<file path="config.mk">
export PLATFORM = sky130hd
export DESIGN_NAME = mc_control
export DESIGN_NICKNAME = d
export VERILOG_FILES = /design/src/rtl/mc_pkg.sv /design/src/rtl/mc_decode.sv /design/src/rtl/mc_control.sv
export SDC_FILE = /design/constraint.sdc
export NUM_CORES = 1
export LEC_CHECK = 0
export BUFFER_PORTS_ARGS = -buffer_cell sky130_fd_sc_hd__buf_2
export CAP_MARGIN = 0
export CORE_ASPECT_RATIO = 0.6
export CORE_MARGIN = 1.5
export CORE_UTILIZATION = 30
export DETAILED_ROUTE_END_ITERATION = 6
export SLEW_MARGIN = 20
export SYNTH_ARGS = -nofsm -noshare
export SYNTH_HDL_FRONTEND = slang
export SYNTH_HIERARCHICAL = 1
export SYNTH_SLANG_ARGS = --single-unit
</file>
<file path="constraint.sdc">
create_clock -name CLK -period 4.9 [get_ports CLK]
set_input_delay 0 -clock CLK [delete_from_list [all_inputs] [get_ports CLK]]
set_output_delay 0 -clock CLK [all_outputs]
set_load 0.005 [all_outputs]
</file>
<file path="src/rtl/mc_pkg.sv">
// Shared definitions for the multi-cycle controller: FSM states, opcode/funct
// values, datapath select codes and the control-word bundle.
package mc_pkg;

  typedef enum logic [2:0] {
    S_IF  = 3'd0,
    S_ID  = 3'd1,
    S_EX  = 3'd2,
    S_MEM = 3'd3,
    S_WB  = 3'd4,
    S_ERR = 3'd5
  } state_t;

  localparam logic [5:0] OP_RTYPE = 6'b000000;
  localparam logic [5:0] OP_LW    = 6'b100011;
  localparam logic [5:0] OP_SW    = 6'b101011;
  localparam logic [5:0] OP_BEQ   = 6'b000100;
  localparam logic [5:0] OP_ADDI  = 6'b001000;
  localparam logic [5:0] OP_J     = 6'b000010;

  localparam logic [5:0] FN_ADD = 6'b100000;
  localparam logic [5:0] FN_SUB = 6'b100010;
  localparam logic [5:0] FN_AND = 6'b100100;
  localparam logic [5:0] FN_OR  = 6'b100101;
  localparam logic [5:0] FN_SLT = 6'b101010;

  localparam logic [1:0] ALUOP_ADD   = 2'b00;
  localparam logic [1:0] ALUOP_SUB   = 2'b01;
  localparam logic [1:0] ALUOP_FUNCT = 2'b10;

  localparam logic [1:0] PCSRC_ALU    = 2'b00;
  localparam logic [1:0] PCSRC_ALUOUT = 2'b01;
  localparam logic [1:0] PCSRC_JUMP   = 2'b10;

  localparam logic [1:0] SRCB_REG    = 2'b00;
  localparam logic [1:0] SRCB_FOUR   = 2'b01;
  localparam logic [1:0] SRCB_IMM    = 2'b10;
  localparam logic [1:0] SRCB_BRANCH = 2'b11;

  typedef struct packed {
    logic       ir_write;
    logic       pc_write;
    logic       pc_write_cond;
    logic       reg_write;
    logic       reg_dst;
    logic       mem_to_reg;
    logic       mem_read;
    logic       mem_write;
    logic       alu_src_a;
    logic [1:0] alu_src_b;
    logic [1:0] pc_src;
    logic [1:0] alu_op;
    logic       fault;
  } ctrl_t;

  localparam ctrl_t CTRL_IDLE = '0;

  // R-type is only legal for the five ALU functions the datapath implements.
  function automatic logic instr_legal(input logic [5:0] op, input logic [5:0] funct);
    logic ok;
    ok = 1'b0;
    case (op)
      OP_RTYPE: begin
        case (funct)
          FN_ADD, FN_SUB, FN_AND, FN_OR, FN_SLT: ok = 1'b1;
          default: ok = 1'b0;
        endcase
      end
      OP_LW, OP_SW, OP_BEQ, OP_ADDI, OP_J: ok = 1'b1;
      default: ok = 1'b0;
    endcase
    return ok;
  endfunction

endpackage

</file>
<file path="src/rtl/mc_decode.sv">
// Moore output decode: maps the FSM state and the latched opcode onto the
// datapath control word.
module mc_decode
  import mc_pkg::*;
(
  input  state_t     state,
  input  logic [5:0] op_q,
  output ctrl_t      ctrl
);

  always_comb begin
    ctrl = CTRL_IDLE;
    case (state)
      S_IF: begin
        ctrl.ir_write  = 1'b1;
        ctrl.pc_write  = 1'b1;
        ctrl.alu_src_a = 1'b0;
        ctrl.alu_src_b = SRCB_FOUR;
        ctrl.alu_op    = ALUOP_ADD;
        ctrl.pc_src    = PCSRC_ALU;
      end
      // ALU precomputes the branch target while the register file is read.
      S_ID: begin
        ctrl.alu_src_a = 1'b0;
        ctrl.alu_src_b = SRCB_BRANCH;
        ctrl.alu_op    = ALUOP_ADD;
      end
      S_EX: begin
        case (op_q)
          OP_RTYPE: begin
            ctrl.alu_src_a = 1'b1;
            ctrl.alu_src_b = SRCB_REG;
            ctrl.alu_op    = ALUOP_FUNCT;
          end
          OP_LW, OP_SW, OP_ADDI: begin
            ctrl.alu_src_a = 1'b1;
            ctrl.alu_src_b = SRCB_IMM;
            ctrl.alu_op    = ALUOP_ADD;
          end
          OP_BEQ: begin
            ctrl.alu_src_a     = 1'b1;
            ctrl.alu_src_b     = SRCB_REG;
            ctrl.alu_op        = ALUOP_SUB;
            ctrl.pc_write_cond = 1'b1;
            ctrl.pc_src        = PCSRC_ALUOUT;
          end
          OP_J: begin
            ctrl.pc_write = 1'b1;
            ctrl.pc_src   = PCSRC_JUMP;
          end
          default: ;
        endcase
      end
      S_MEM: begin
        ctrl.mem_read  = (op_q == OP_LW);
        ctrl.mem_write = (op_q == OP_SW);
      end
      S_WB: begin
        ctrl.reg_write  = 1'b1;
        ctrl.reg_dst    = (op_q == OP_RTYPE);
        ctrl.mem_to_reg = (op_q == OP_LW);
      end
      S_ERR: ctrl.fault = 1'b1;
      default: ;
    endcase
  end

endmodule

</file>
<file path="src/rtl/mc_control.sv">
// Multi-cycle MIPS-style controller: IF/ID/EX/MEM/WB FSM with a data-memory
// timeout, a sticky error state and saturating cycle/instruction counters.
module mc_control
  import mc_pkg::*;
#(
  parameter int CNT_W       = 16,
  parameter int MEM_TIMEOUT = 15
) (
  input  logic             CLK,
  input  logic             START,
  input  logic [5:0]       Op,
  input  logic [5:0]       Funct,
  input  logic             Zero,
  input  logic             DM_Ready,
  output logic             IRWrite,
  output logic             PCWrite,
  output logic             PCWriteCond,
  output logic             RegWrite,
  output logic             RegDst,
  output logic             MemtoReg,
  output logic             MemRead,
  output logic             MemWrite,
  output logic             ALUSrcA,
  output logic [1:0]       ALUSrcB,
  output logic [1:0]       PCSrc,
  output logic [1:0]       ALUOp,
  output logic [CNT_W-1:0] CycleCount,
  output logic [CNT_W-1:0] InstrCount,
  output logic             Fault
);

  localparam int TW = $clog2(MEM_TIMEOUT + 1);

  state_t           state_q, state_d;
  logic [5:0]       op_q;
  logic [TW-1:0]    mem_cnt;
  logic             mem_timeout;
  logic             retire;
  logic [CNT_W-1:0] cycle_cnt, instr_cnt;
  ctrl_t            dec, ctrl;

  // Zero only qualifies PCWriteCond inside the datapath; the FSM never needs it.
  logic unused_zero;
  assign unused_zero = Zero;

  always_ff @(posedge CLK or negedge START) begin
    if (!START) begin
      state_q <= S_IF;
      op_q    <= '0;
    end else begin
      state_q <= state_d;
      if (state_q == S_ID) op_q <= Op;
    end
  end

  assign mem_timeout = (mem_cnt == TW'(MEM_TIMEOUT - 1));

  always_comb begin
    state_d = state_q;
    case (state_q)
      S_IF: state_d = S_ID;
      S_ID: state_d = instr_legal(Op, Funct) ? S_EX : S_ERR;
      S_EX: begin
        case (op_q)
          OP_RTYPE, OP_ADDI: state_d = S_WB;
          OP_LW, OP_SW:      state_d = S_MEM;
          OP_BEQ, OP_J:      state_d = S_IF;
          default:           state_d = S_ERR;
        endcase
      end
      S_MEM: begin
        if (DM_Ready)         state_d = (op_q == OP_LW) ? S_WB : S_IF;
        else if (mem_timeout) state_d = S_ERR;
      end
      S_WB:    state_d = S_IF;
      S_ERR:   state_d = S_ERR;
      default: state_d = S_ERR;
    endcase
  end

  mc_decode u_decode (
    .state (state_q),
    .op_q  (op_q),
    .ctrl  (dec)
  );

  // Outputs are forced low combinationally so a falling START kills a write instantly.
  assign ctrl = START ? dec : CTRL_IDLE;

  assign IRWrite     = ctrl.ir_write;
  assign PCWrite     = ctrl.pc_write;
  assign PCWriteCond = ctrl.pc_write_cond;
  assign RegWrite    = ctrl.reg_write;
  assign RegDst      = ctrl.reg_dst;
  assign MemtoReg    = ctrl.mem_to_reg;
  assign MemRead     = ctrl.mem_read;
  assign MemWrite    = ctrl.mem_write;
  assign ALUSrcA     = ctrl.alu_src_a;
  assign ALUSrcB     = ctrl.alu_src_b;
  assign PCSrc       = ctrl.pc_src;
  assign ALUOp       = ctrl.alu_op;
  assign Fault       = ctrl.fault;

  always_ff @(posedge CLK or negedge START) begin
    if (!START)                 mem_cnt <= '0;
    else if (state_q != S_MEM)  mem_cnt <= '0;
    else if (!DM_Ready)         mem_cnt <= mem_cnt + TW'(1);
  end

  assign retire = (state_q == S_EX || state_q == S_MEM || state_q == S_WB) &&
                  (state_d == S_IF);

  always_ff @(posedge CLK or negedge START) begin
    if (!START) begin
      cycle_cnt <= '0;
      instr_cnt <= '0;
    end else begin
      if (cycle_cnt != '1)           cycle_cnt <= cycle_cnt + CNT_W'(1);
      if (retire && instr_cnt != '1) instr_cnt <= instr_cnt + CNT_W'(1);
    end
  end

  assign CycleCount = cycle_cnt;
  assign InstrCount = instr_cnt;

endmodule

</file>
# Word-level counts from Yosys, hierarchy flattened

Cells that the tools add are included.

Add/subtract/negate cells: 3
Equality and inequality tests: 25
Multiplexer cells: 26
Reduce and logical (&&, ||, !) cells: 15

Operators by type and width:

| cell                                          | count |
|---|---|
| == test 6 bit, second input constant          | 9 |
| adder 16 x 1 -> 16 bit, second input constant | 2 |
| inequality test 16 bit, second input constant | 2 |
| one-hot mux 3 bit (3 select lines)            | 2 |
| 2-to-1 mux 16 bit                             | 1 |
| 2-to-1 mux 3 bit                              | 5 |
| one-hot mux 3 bit (5 select lines)            | 1 |
| == test 6 x 2 -> 1 bit, second input constant | 2 |
| == test 6 x 3 -> 1 bit, second input constant | 2 |
| == test 6 x 4 -> 1 bit, second input constant | 2 |
| logical NOT 6 bit                             | 2 |
| OR reduction 5 bit                            | 2 |
| 2-to-1 mux 4 bit                              | 2 |
| one-hot mux 2 bit (2 select lines)            | 2 |
| OR reduction 2 bit                            | 4 |
| 2-to-1 mux 1 bit                              | 7 |
| == test 3 x 2 -> 1 bit, second input constant | 2 |
| == test 3 bit, second input constant          | 2 |
| logical NOT 3 bit                             | 2 |
| 2-to-1 mux 2 bit                              | 3 |
| one-hot mux 3 bit (2 select lines)            | 1 |
| adder 4 x 1 -> 4 bit, second input constant   | 1 |
| == test 4 bit, second input constant          | 1 |
| one-hot mux 1 bit (2 select lines)            | 2 |
| other kinds (6)                               | 8 |

Register bits after elaboration: 45
Input bits: 16
Logic and storage cells: 74

# Longest topological paths before layout

Gate-level depths: netlist of run 1.

Depth after elaboration: 10
Depth in mapped cells: 8
Gate-level depth less buffers: 7

# Modules after synthesis

The synthesis of run 1 kept the hierarchy.

Modules (own cells, without submodules):

| module     | instances | cells an instance | area an instance (sq um) |
|---|---|---|---|
| mc_control | 1         | 249               | 2466.1 |
| mc_decode  | 1         | 34                | 206.4 |

# Worst setup path before layout of run 1

No wires, ideal clock.

Path kind: register -> register
Start point: register op_q[3]
End point: register instr_cnt[12], in the netlist InstrCount[12]
Setup time: 0.079 ns
Arrival time: 1.829 ns
Data required time: 4.821 ns
Setup slack: 2.992 ns
Stages on the path, launching flop included: 7
Path buffers: 1
Cell sequence: dfrtp_1 or4_4 o211ai_2 o211ai_4 buf_6 nor4_4 xor2_1

Cells in the longest elaborated chain, start to end: 7

Ends and longest elaborated chain:

| what                                                                   | line                               | text |
|---|---|---|
| start, declared                                                        | mc_control.sv:35                   | `logic [5:0] op_q;` |
| start signal, assigned                                                 | mc_control.sv:52                   | `if (state_q == S_ID) op_q <= Op;` |
| == test 6 x 2 -> 1 bit, or another cell as far along                   | mc_control.sv:64                   | `case (op_q)` |
| OR reduction 2 bit or 2-to-1 mux 3 bit (tied branches)                 | mc_control.sv:64, mc_control.sv:72 |  |
| one-hot mux 3 bit (3 select lines) or 2-to-1 mux 3 bit (tied branches) | mc_control.sv:64, mc_control.sv:72 |  |
| one-hot mux 3 bit (5 select lines) (*)                                 | mc_control.sv:60                   | `case (state_q)` |
| logical NOT 3 bit (*)                                                  | mc_control.sv:111                  | `(state_d == S_IF);` |
| logical AND 1 bit (*)                                                  | mc_control.sv:110                  | `assign retire = (state_q == S_EX \|\| state_q == S_MEM \|\| state_q == S_WB) &&` |
| logical AND 1 bit (*)                                                  | mc_control.sv:119                  | `if (retire && instr_cnt != '1) instr_cnt <= instr_cnt + CNT_W'(1);` |
| end signal, assigned                                                   | mc_control.sv:119                  |  |
| end, declared                                                          | mc_control.sv:39                   | `logic [CNT_W-1:0] cycle_cnt, instr_cnt;` |

Mark *: on every way between the ends. The rest lies on a longest branch, timed or not.
A chain may end at the register's enable or synchronous reset.

# Worst setup path after layout of run 1

Start point: register op_q[3]
End point: register instr_cnt[1], in the netlist InstrCount[1]

The elaborated chain is that of the path after synthesis.

==> results of run 1 <==
[critical path, stage by stage, from the launching register on]
cell	delay [ns]
dfrtp_1	0.49
or4_4	0.55
o211ai_2	0.20
o211ai_4	0.23
nor2_1	0.23
mux2_2	0.36
[layout make-up]
class | count | area [um2] | area share, %
clock buffers | 7 | 143 | 4.31
inverters | 6 | 22.5 | 0.681
multi-input cells | 225 | 1480 | 44.8
flip-flops and latches | 45 | 1130 | 34.1
well taps | 112 | 140 | 4.24
repair buffers | 71 | 395 | 12.0
[flip-flops by register name, indices dropped and copies added (netlist names)]
name        count
CycleCount     16
InstrCount     16
op_q            6
mem_cnt         4
state_q         3
[logic make-up after synthesis]
group	share of synthesized area (%)
adders and majority gates	1.87
and+or+nand+nor	34.1
xor gates and xnor gates	9.83
AOI/OAI and AO/OA	6.69
buffers and inverters	2.48
DFF	42.1
muxes	2.86
[worst paths after layout]
kind	slack, ns	start	cells past startpoint	end
setup / recovery	2.72	op_q[3]$_DFFE_PN0P_	5	InstrCount[1]$_DFFE_PN0P_
hold / removal	0.08	DM_Ready	3	mem_cnt[1]$_DFFE_PN0P_
setup reg to reg	2.72	op_q[3]$_DFFE_PN0P_	5	InstrCount[1]$_DFFE_PN0P_
hold reg to reg	0.49	InstrCount[9]$_DFFE_PN0P_	1	InstrCount[9]$_DFFE_PN0P_
max in group asynchronous	4.05	START	3	state_q[1]$_DFF_PN0_
min in group asynchronous	0.36	START	3	CycleCount[6]$_DFFE_PN0P_
[layer usage]
metal	vias to the layer above	wire length [um]	share of wire [%]	global-route usage (%)
li1	1140	-	-	-
met3	5	261	4.3	3.93
met4	0	63	1.0	3.75
met2	43	2590	43	19.9
met5	-	0	0	0
met1	1060	3170	52	19.7
[cells in the final DEF, fill, tap and decap left out, drive strengths merged, types with 2 or more instances in the layout]
| cell | instances |
|---|---|
| buf | 64 |
| dfrtp | 45 |
| nand2 | 37 |
| xor2 | 25 |
| nor2 | 25 |
| and2 | 19 |
| nor3 | 18 |
| nand3 | 15 |
| nor4 | 8 |
| dlygate4sd3 | 7 |
| clkbuf | 7 |
| inv | 6 |
| a21oi | 5 |
| xnor2 | 5 |
| and4 | 5 |
| mux2 | 5 |
| and3 | 4 |
| nand4 | 4 |
| nor4b | 4 |
| ha | 4 |
| nor2b | 3 |
| o21ai | 3 |
| nor3b | 3 |
| or2 | 3 |
| nand2b | 2 |
| mux2i | 2 |
| a31oi | 2 |
| or3 | 2 |
| o21bai | 2 |
| nand4b | 2 |
| o21a | 2 |
| a211oi | 2 |
| o211ai | 2 |
[per-stage QoR]
stage	setup slack (ns)	hold slack [ns]
after floorplan	2.99	-0.296
after global placement	2.74	0.169
after detailed placement	2.70	0.185
after CTS	2.70	0.0704
after global routing	2.53	0.110
final	2.72	0.0801
[power groups by stage]
stage	sequential, W	clock, W	combinational (W)
after CTS	0.000371	0.000349	0.0000278
after floorplan	0.000379	0	0.00000600
after detailed placement	0.000378	0	0.0000236
final	0.000372	0.000336	0.0000269
after global routing	0.000371	0.000369	0.0000308
after global placement	0.000378	0	0.0000229
==> impl_metrics.toml, run 1 <==
[floorplanning]
io_pins = 64
die_x_um = 125
die-area_mm2 = 0.00950
coreArea_mm2 = 0.00859
die_h_um = 76.1
start_util_pct = 31.1
placementRows = 26

[synth]
syn_nets = 303
synth_top_area_share_pct = 42.1
ys_async_sr_fraction_pct = 100
avgSynthCellArea_um2 = 9.44
ys_types = 50
synth_edf_count = 0
synth-main-ff-cell = "dfrtp_1"
syn_area_mm2 = 0.00267
synth_cells = 283
synth-seq-cells = 45
synth_area_leaders = "dfrtp_1 42%, xor2_1 8.2%, nand2_1 5.2%"
ys_top_cells_by_count = "45 x dfrtp_1, 37 x nand2_1, 25 x xor2_1"
yosysWarnings = 6
seq_area_frac_synth_pct = 42.1
synth_top_area_cell = "dfrtp_1"
yosysMostFrequentCell = "dfrtp_1"

[clock_network]
post_cts_buffers = 0
cts_hold_buffers = 7
cts_buffer_depth = 2
clk_latency_ns = 0.29
cts.sinks = 45
cts_root_buffer = "clkbuf_16"
clk_pin_slew_ns = 0.06
cts_tree = "done"
htreeDepth = 2
cts_buffers = 5
ctsResizeCount = 0

[place]
place_area_mm2 = 0.00309
numPortBuffers = 62
post-place-cells = 452
finalWeightedCongestion = 0.737
hpwl_um = 4290

[power]
p_switching_w = 0.000151
peakVddDrop_uv = 122
power_frac_comb_pct = 3.7
p_leak_nw = 1.62
seqPwrFrac_pct = 50.6
p_int_w = 0.000583
cellPowerDensity_mw_per_mm2 = 222
sw_frac_of_total_pct = 20.6
total_power_w = 0.000735
p_clk_share_pct = 45.8

[worst_setup_path]
arrival_ns = 2.35
critPathKind = "reg2reg"
required_ns = 5.07
path_max_fanout = 16
end_kind = "register"
crit_path_start_kind = "register"

[sta]
maxSlewViolCount = 0
timing.final.hold_violations = 0
rsz0062_at_grt = "false"
setup_viol = 0
fin_crit_ns = 2.18
fin_skew_ns = 0.00750
slew_headroom_pct = 53.5
fin_tns_setup_ns = 0
period_share_pct = 44.5
worst_pin_slew_ns = 0.698
fmax_mhz = 458

[routing]
dr.pass1.iters = 4
avgRoutedWirePerCell_um = 13.0
final_antenna_net_count = 0
routed_wl_um = 6080
drc_errors = 0
viasPerCell = 4.82
vias = 2248
first_iter_violations = 171

[finish]
area_growth_pct = 23.7
fin_util_pct = 38.5
fillCellCount = 872
num-nets-final = 374
fin_cells = 466
n_antenna_cell = 0
drive_gt1_share_pct = 25.4
fin_area_mm2 = 0.00331

[global_routing]
grt_start_max_net_pins = 62
grt_pass1_vias = 2074
grt_pass1_wl_um = 10500
grt_overflow = 0
antenna_found_initial = 0
grt_use_total_pct = 13.7

[job]
drv_cap = 0

[hold_path]
hp-class = "in2reg"

[run_status]
status = "complete, no violations"
(Power assumes the default switching activity.)
==> run 2, diff against run 1 <==
- clock period: 4.9 -> 2.2 ns (I/O delays scaled with it)
==> impl_metrics.toml, run 2 (synthesized netlist as in run 1, its figures left out) <==
[clock_network]
cts_tree = "done"
post_cts_buffers = 0
clk_latency_ns = 0.29
htreeDepth = 2
cts_root_buffer = "clkbuf_16"
cts_buffers = 5
cts.sinks = 45
clk_pin_slew_ns = 0.06
cts_buffer_depth = 2

[floorplanning]
io_pins = 64
placementRows = 26
die_h_um = 76.1
die_x_um = 125
die-area_mm2 = 0.00950
start_util_pct = 31.1
coreArea_mm2 = 0.00859

[sta]
setup_viol = 0
worst_pin_slew_ns = 0.676
fmax_mhz = 488
fin_crit_ns = 2.05
period_share_pct = 93.2
timing.final.hold_violations = 0
maxSlewViolCount = 0
fin_skew_ns = 0.00303
slew_headroom_pct = 54.6
hold_ws_ns = 0.0797

[hold_path]
whs_path_depth = 3
min-delay-start = "DM_Ready"
min_to = "mem_cnt[1]$_DFFE_PN0P_"
hp-class = "in2reg"

[routing]
final_antenna_net_count = 0
vias = 2332
routed_wl_um = 6270
viasPerCell = 4.85
drc_errors = 0
dr.pass1.iters = 4
first_iter_violations = 155
avgRoutedWirePerCell_um = 13.0

[power]
p_int_w = 0.00150
p_switching_w = 0.000368
sw_frac_of_total_pct = 19.7
p_leak_nw = 1.72
power_frac_comb_pct = 3.3
peakVddDrop_uv = 267
cellPowerDensity_mw_per_mm2 = 538
p_clk_share_pct = 52.5
seqPwrFrac_pct = 44.2

[worst_setup_path]
end_kind = "register"
arrival_ns = 2.23
slowest_delay_ns = 0.45
rr_endpoint = "InstrCount[1]$_DFFE_PN0P_"
r2r_start = "InstrCount[0]$_DFFE_PN0P_"
r2r_setup_slack_ns = 0.15
required_ns = 2.38
crit_family = "flip-flops"
critPathKind = "reg2reg"
path_cells = "ha_1 > and3_1 > a41oi_1 > o31ai_2 > buf_12 > nor2_1 > mux2_2"
reg2regPathDepth = 7
crit_buf_inv = 1
path_max_fanout = 14
cp_slowest_cell = "dfrtp_1"
crit_path_start_kind = "register"

[place]
place_area_mm2 = 0.00321
finalWeightedCongestion = 0.785
numPortBuffers = 62
post-place-cells = 466
hpwl_um = 4640

[global_routing]
antenna_found_initial = 0
grt_start_max_net_pins = 27
grt_use_total_pct = 13.4
grt_overflow = 0
grt_pass1_vias = 2120
grt_pass1_wl_um = 10400

[finish]
final_cell_mix = "62 x buf_2, 45 x dfrtp_1, 37 x nand2_1, 25 x xor2_1, 24 x nor2_1"
fin_cells = 481
num-nets-final = 388
mostFrequentLayoutCell = "buf_2"
n_antenna_cell = 0
fillCellCount = 879
fin_area_mm2 = 0.00348
drive_gt1_share_pct = 29.0
area_growth_pct = 30.1

[run_status]
status = "complete, no violations"

[job]
drv_cap = 0
run 2: final cells by class:
type	instances	area, um2	share of cell area [%]
Clock buffer	5	125	3.60
Sequential cell	45	1130	32.4
Tap cell	112	140	4.03
Inverter	6	22.5	0.647
Multi-Input combinational cell	225	1490	42.7
Timing Repair Buffer	85	513	14.7
Clock inverter	3	65.1	1.87
run 2: worst max path at each step:
stage / from / endpoint / slack [ns] / depth (start not counted)
3_3_place_gp: op_q[0]$_DFFE_PN0P_ / InstrCount[1]$_DFFE_PN0P_ / 0.19 / 5
5_1_grt: op_q[0]$_DFFE_PN0P_ / InstrCount[5]$_DFFE_PN0P_ / -0.004 / 6
4_1_cts: InstrCount[0]$_DFFE_PN0P_ / InstrCount[1]$_DFFE_PN0P_ / 0.15 / 7
6_report: InstrCount[0]$_DFFE_PN0P_ / InstrCount[1]$_DFFE_PN0P_ / 0.15 / 7
3_5_place_dp: op_q[0]$_DFFE_PN0P_ / InstrCount[1]$_DFFE_PN0P_ / 0.16 / 5
2_1_floorplan: op_q[3]$_DFFE_PN0P_ / InstrCount[12]$_DFFE_PN0P_ / 0.29 / 6
run 2: timing repair:
action / 4_1_cts / 5_1_grt
gates resized for setup: 0 / 1
hold endpoints to repair: 25 / 0
setup endpoints to repair: 0 / 1
hold buffers: 7 / 0
run 2: worst register-to-register path, delay by kind of cell, from the launching register on:
| kind | cells | cell delay, ns |
|---|---|---|
| flip-flops | 1 | 0.45 |
| AO/OA/AOI/OAI | 2 | 0.36 |
| multiplexers | 1 | 0.35 |
| AND/OR/NAND/NOR | 2 | 0.32 |
| adder cells (fa/ha/maj) | 1 | 0.29 |
| buffers and inverters | 1 | 0.16 |
run 2: power groups by stage:
stage	Sequential [W]	Combinational (W)	Clock, W
4_1_cts	0.000827	0.0000630	0.00100
3_3_place_gp	0.000843	0.0000526	0
3_5_place_dp	0.000843	0.0000538	0
2_1_floorplan	0.000843	0.0000134	0
5_1_grt	0.000826	0.0000710	0.00103
6_report	0.000827	0.0000611	0.000983
run 2: routing by layer:
metal / global-route usage [%] / up-vias / routed length (um)
met4: 4.43 / 0 / 100
met5: 0 / - / 0
met1: 18.8 / 1114 / 3210
met2: 20.2 / 44 / 2700
li1: - / 1165 / -
met3: 3.30 / 9 / 253
run 2: stage by stage:
step                util (%)  setup slack (ns)  setup TNS [ns]  total power, W
detailed placement      37.4             0.161               0        0.000897
floorplan                  -             0.292               0        0.000856
global placement        37.4             0.194               0        0.000895
finish                  40.5             0.149               0         0.00187
global route            40.5          -0.00358        -0.00358         0.00193
CTS                     40.4             0.151               0         0.00189
==> run 3, diff against run 2 <==
- ABC_AREA: default -> 1
- CTS_CLUSTER_SIZE: default -> 28
==> impl_metrics.toml, run 3 <==
[power]
p_switching_w = 0.000349
power_frac_comb_pct = 3.9
cellPowerDensity_mw_per_mm2 = 450
p_leak_nw = 1.99
p_clk_share_pct = 45.9
peakVddDrop_uv = 209
seqPwrFrac_pct = 50.2
p_int_w = 0.00130
sw_frac_of_total_pct = 21.2

[sta]
fin_tns_setup_ns = 0
slew_headroom_pct = 66.9
fin_skew_ns = 0.00527
timing.final.hold_violations = 0
rsz0062_at_grt = "false"
fin_crit_ns = 1.95
final.setup.worst_slack_ns = 0.253
period_share_pct = 88.5
maxSlewViolCount = 0
setup_viol = 0
worst_pin_slew_ns = 0.497
fmax_mhz = 514

[synth]
synth-main-ff-cell = "dfrtp_1"
synth-seq-cells = 45
synth_cells = 421
avgSynthCellArea_um2 = 7.15
syn_nets = 441
yosysMostFrequentCell = "nand2_1"
syn_area_mm2 = 0.00301
ys_top_cells_by_count = "114 x nand2_1, 57 x inv_1, 45 x dfrtp_1, 45 x nand3_1, 36 x nor2_1"
synth_area_leaders = "dfrtp_1 37%, nand2_1 14%, nand3_1 7.5%"
synth_top_area_share_pct = 37.4
synth_top_area_cell = "dfrtp_1"
ys_types = 33
seq_area_frac_synth_pct = 37.4
ys_async_sr_fraction_pct = 100
synth_edf_count = 0
yosysWarnings = 6

[floorplanning]
die-area_mm2 = 0.0107
die_x_um = 132
start_util_pct = 30.7
io_pins = 64
coreArea_mm2 = 0.00981
die_h_um = 80.6
placementRows = 28

[clock_network]
cts_root_buffer = "clkbuf_16"
clk_latency_ns = 0.29
post_cts_buffers = 0
cts.sinks = 45
htreeDepth = 2
cts_tree = "done"
clk_pin_slew_ns = 0.06
cts_buffers = 5
cts_buffer_depth = 2

[hold_path]
hp-class = "in2reg"
min-delay-start = "DM_Ready"
whs_path_depth = 3
min_to = "mem_cnt[1]$_DFFE_PN0P_"

[routing]
routed_wl_um = 6960
vias = 2795
viasPerCell = 4.46
dr.pass1.iters = 4
drc_errors = 0
first_iter_violations = 142
final_antenna_net_count = 0
avgRoutedWirePerCell_um = 11.1

[worst_setup_path]
crit_path_start_kind = "register"
critical_path.most_common_cell = "nand2_1"
r2r_start = "op_q[1]$_DFFE_PN0P_"
path_cells = "nor2_1 > nor2_1 > nand2_1 > nand3_2 > nand3_2 > nor2_4 > nand2_4 > nand2_1 > nand2_1"
end_kind = "register"
path_max_fanout = 17
reg2regPathDepth = 9
cp_slowest_cell = "dfrtp_1"
required_ns = 2.38
r2r_setup_slack_ns = 0.25
arrival_ns = 2.12
rr_endpoint = "InstrCount[3]$_DFFE_PN0P_"
critPathKind = "reg2reg"
slowest_delay_ns = 0.54

[finish]
final_cell_mix = "114 x nand2_1, 62 x buf_2, 57 x inv_1, 45 x dfrtp_1, 45 x nand3_1"
num-nets-final = 512
drive_gt1_share_pct = 24.0
area_growth_pct = 21.7
n_antenna_cell = 0
mostFrequentLayoutCell = "nand2_1"
fin_area_mm2 = 0.00366

[global_routing]
grt_pass1_wl_um = 11900
grt_overflow = 0
grt_start_max_net_pins = 38
antenna_found_initial = 0
grt_pass1_vias = 2566
grt_use_total_pct = 13.9

[place]
pre_cts_ws_ns = 0.260
place_area_mm2 = 0.00345
numPortBuffers = 62
finalWeightedCongestion = 0.827
hpwl_um = 5180

[job]
drv_cap = 0

[run_status]
status = "complete, no violations"
## run 3: cell count changes in the layout (fill, tap and decap cells not counted), sizes merged, moves of 13 or more
cell,previous run,this run
inv,6,66
and2,19,0
nor2,25,47
nand3,15,52
nand2,37,125
buf,78,65
xor2,25,12
## run 3: cells by family after synthesis
kind of cell | count (synthesis) | share of synthesized area [%]
simple gates | 255 | 39.9
buf+inv | 76 | 10.5
flops | 45 | 37.4
xor+xnor | 21 | 6.11
compound gates | 18 | 3.62
fa+ha+maj | 4 | 1.66
mux | 2 | 0.748
## run 3: worst max-delay path by stage
stage,startpoint,end,depth (start not counted)
after floorplan,InstrCount[0]$_DFFE_PN0P_,InstrCount[12]$_DFFE_PN0P_,10
after global placement,InstrCount[0]$_DFFE_PN0P_,InstrCount[3]$_DFFE_PN0P_,9
after detailed placement,op_q[1]$_DFFE_PN0P_,InstrCount[3]$_DFFE_PN0P_,9
after CTS,op_q[1]$_DFFE_PN0P_,InstrCount[3]$_DFFE_PN0P_,9
after global routing,op_q[1]$_DFFE_PN0P_,InstrCount[14]$_DFFE_PN0P_,9
final,op_q[1]$_DFFE_PN0P_,InstrCount[3]$_DFFE_PN0P_,9
## run 3: routing by layer
metal | routed length, um | global-route usage [%] | vias to the layer above
met2 | 2710 | 20.8 | 70
li1 | - | - | 1465
met3 | 421 | 3.47 | 8
met4 | 77 | 4.29 | 0
met5 | 0 | 0 | -
met1 | 3750 | 19.6 | 1252
## run 3: critical path: cells and delay by family, from the launching register on
| family | cells | cell delay, ns |
|---|---|---|
| simple gates | 9 | 1.29 |
| flops | 1 | 0.54 |
## run 3: power groups by stage
stage	combinational (W)	clock, W	sequential (W)
2_1_floorplan	0.0000163	0	0.000843
6_report	0.0000640	0.000756	0.000828
5_1_grt	0.0000736	0.000815	0.000827
4_1_cts	0.0000658	0.000783	0.000827
3_5_place_dp	0.0000562	0	0.000843
3_3_place_gp	0.0000546	0	0.000843
## run 3: repair_timing
action	CTS	global route
hold buffers	7	0
resized for setup	0	0
hold endpoints to repair	14	0
## run 3: metrics by stage
stage	cells	total power [W]	util, %	hold WS, ns
4_1_cts	627	0.00168	37.3	0.0147
6_report	627	0.00165	37.3	0.0211
5_1_grt	627	0.00172	37.3	0.0395
3_3_place_gp	613	0.000897	35.2	-0.0212
2_1_floorplan	421	0.000859	-	-0.296
3_5_place_dp	613	0.000899	35.2	-0.0167
## run 3: layout make-up
| type | count | area [um2] |
|---|---|---|
| Fill cell | 1052 | 6150 |
| Multi-Input combinational cell | 300 | 1570 |
| Sequential cell | 45 | 1130 |
| Timing Repair Buffer | 72 | 403 |
| Inverter | 68 | 255 |
| Tap cell | 135 | 169 |
| Clock buffer | 7 | 143 |
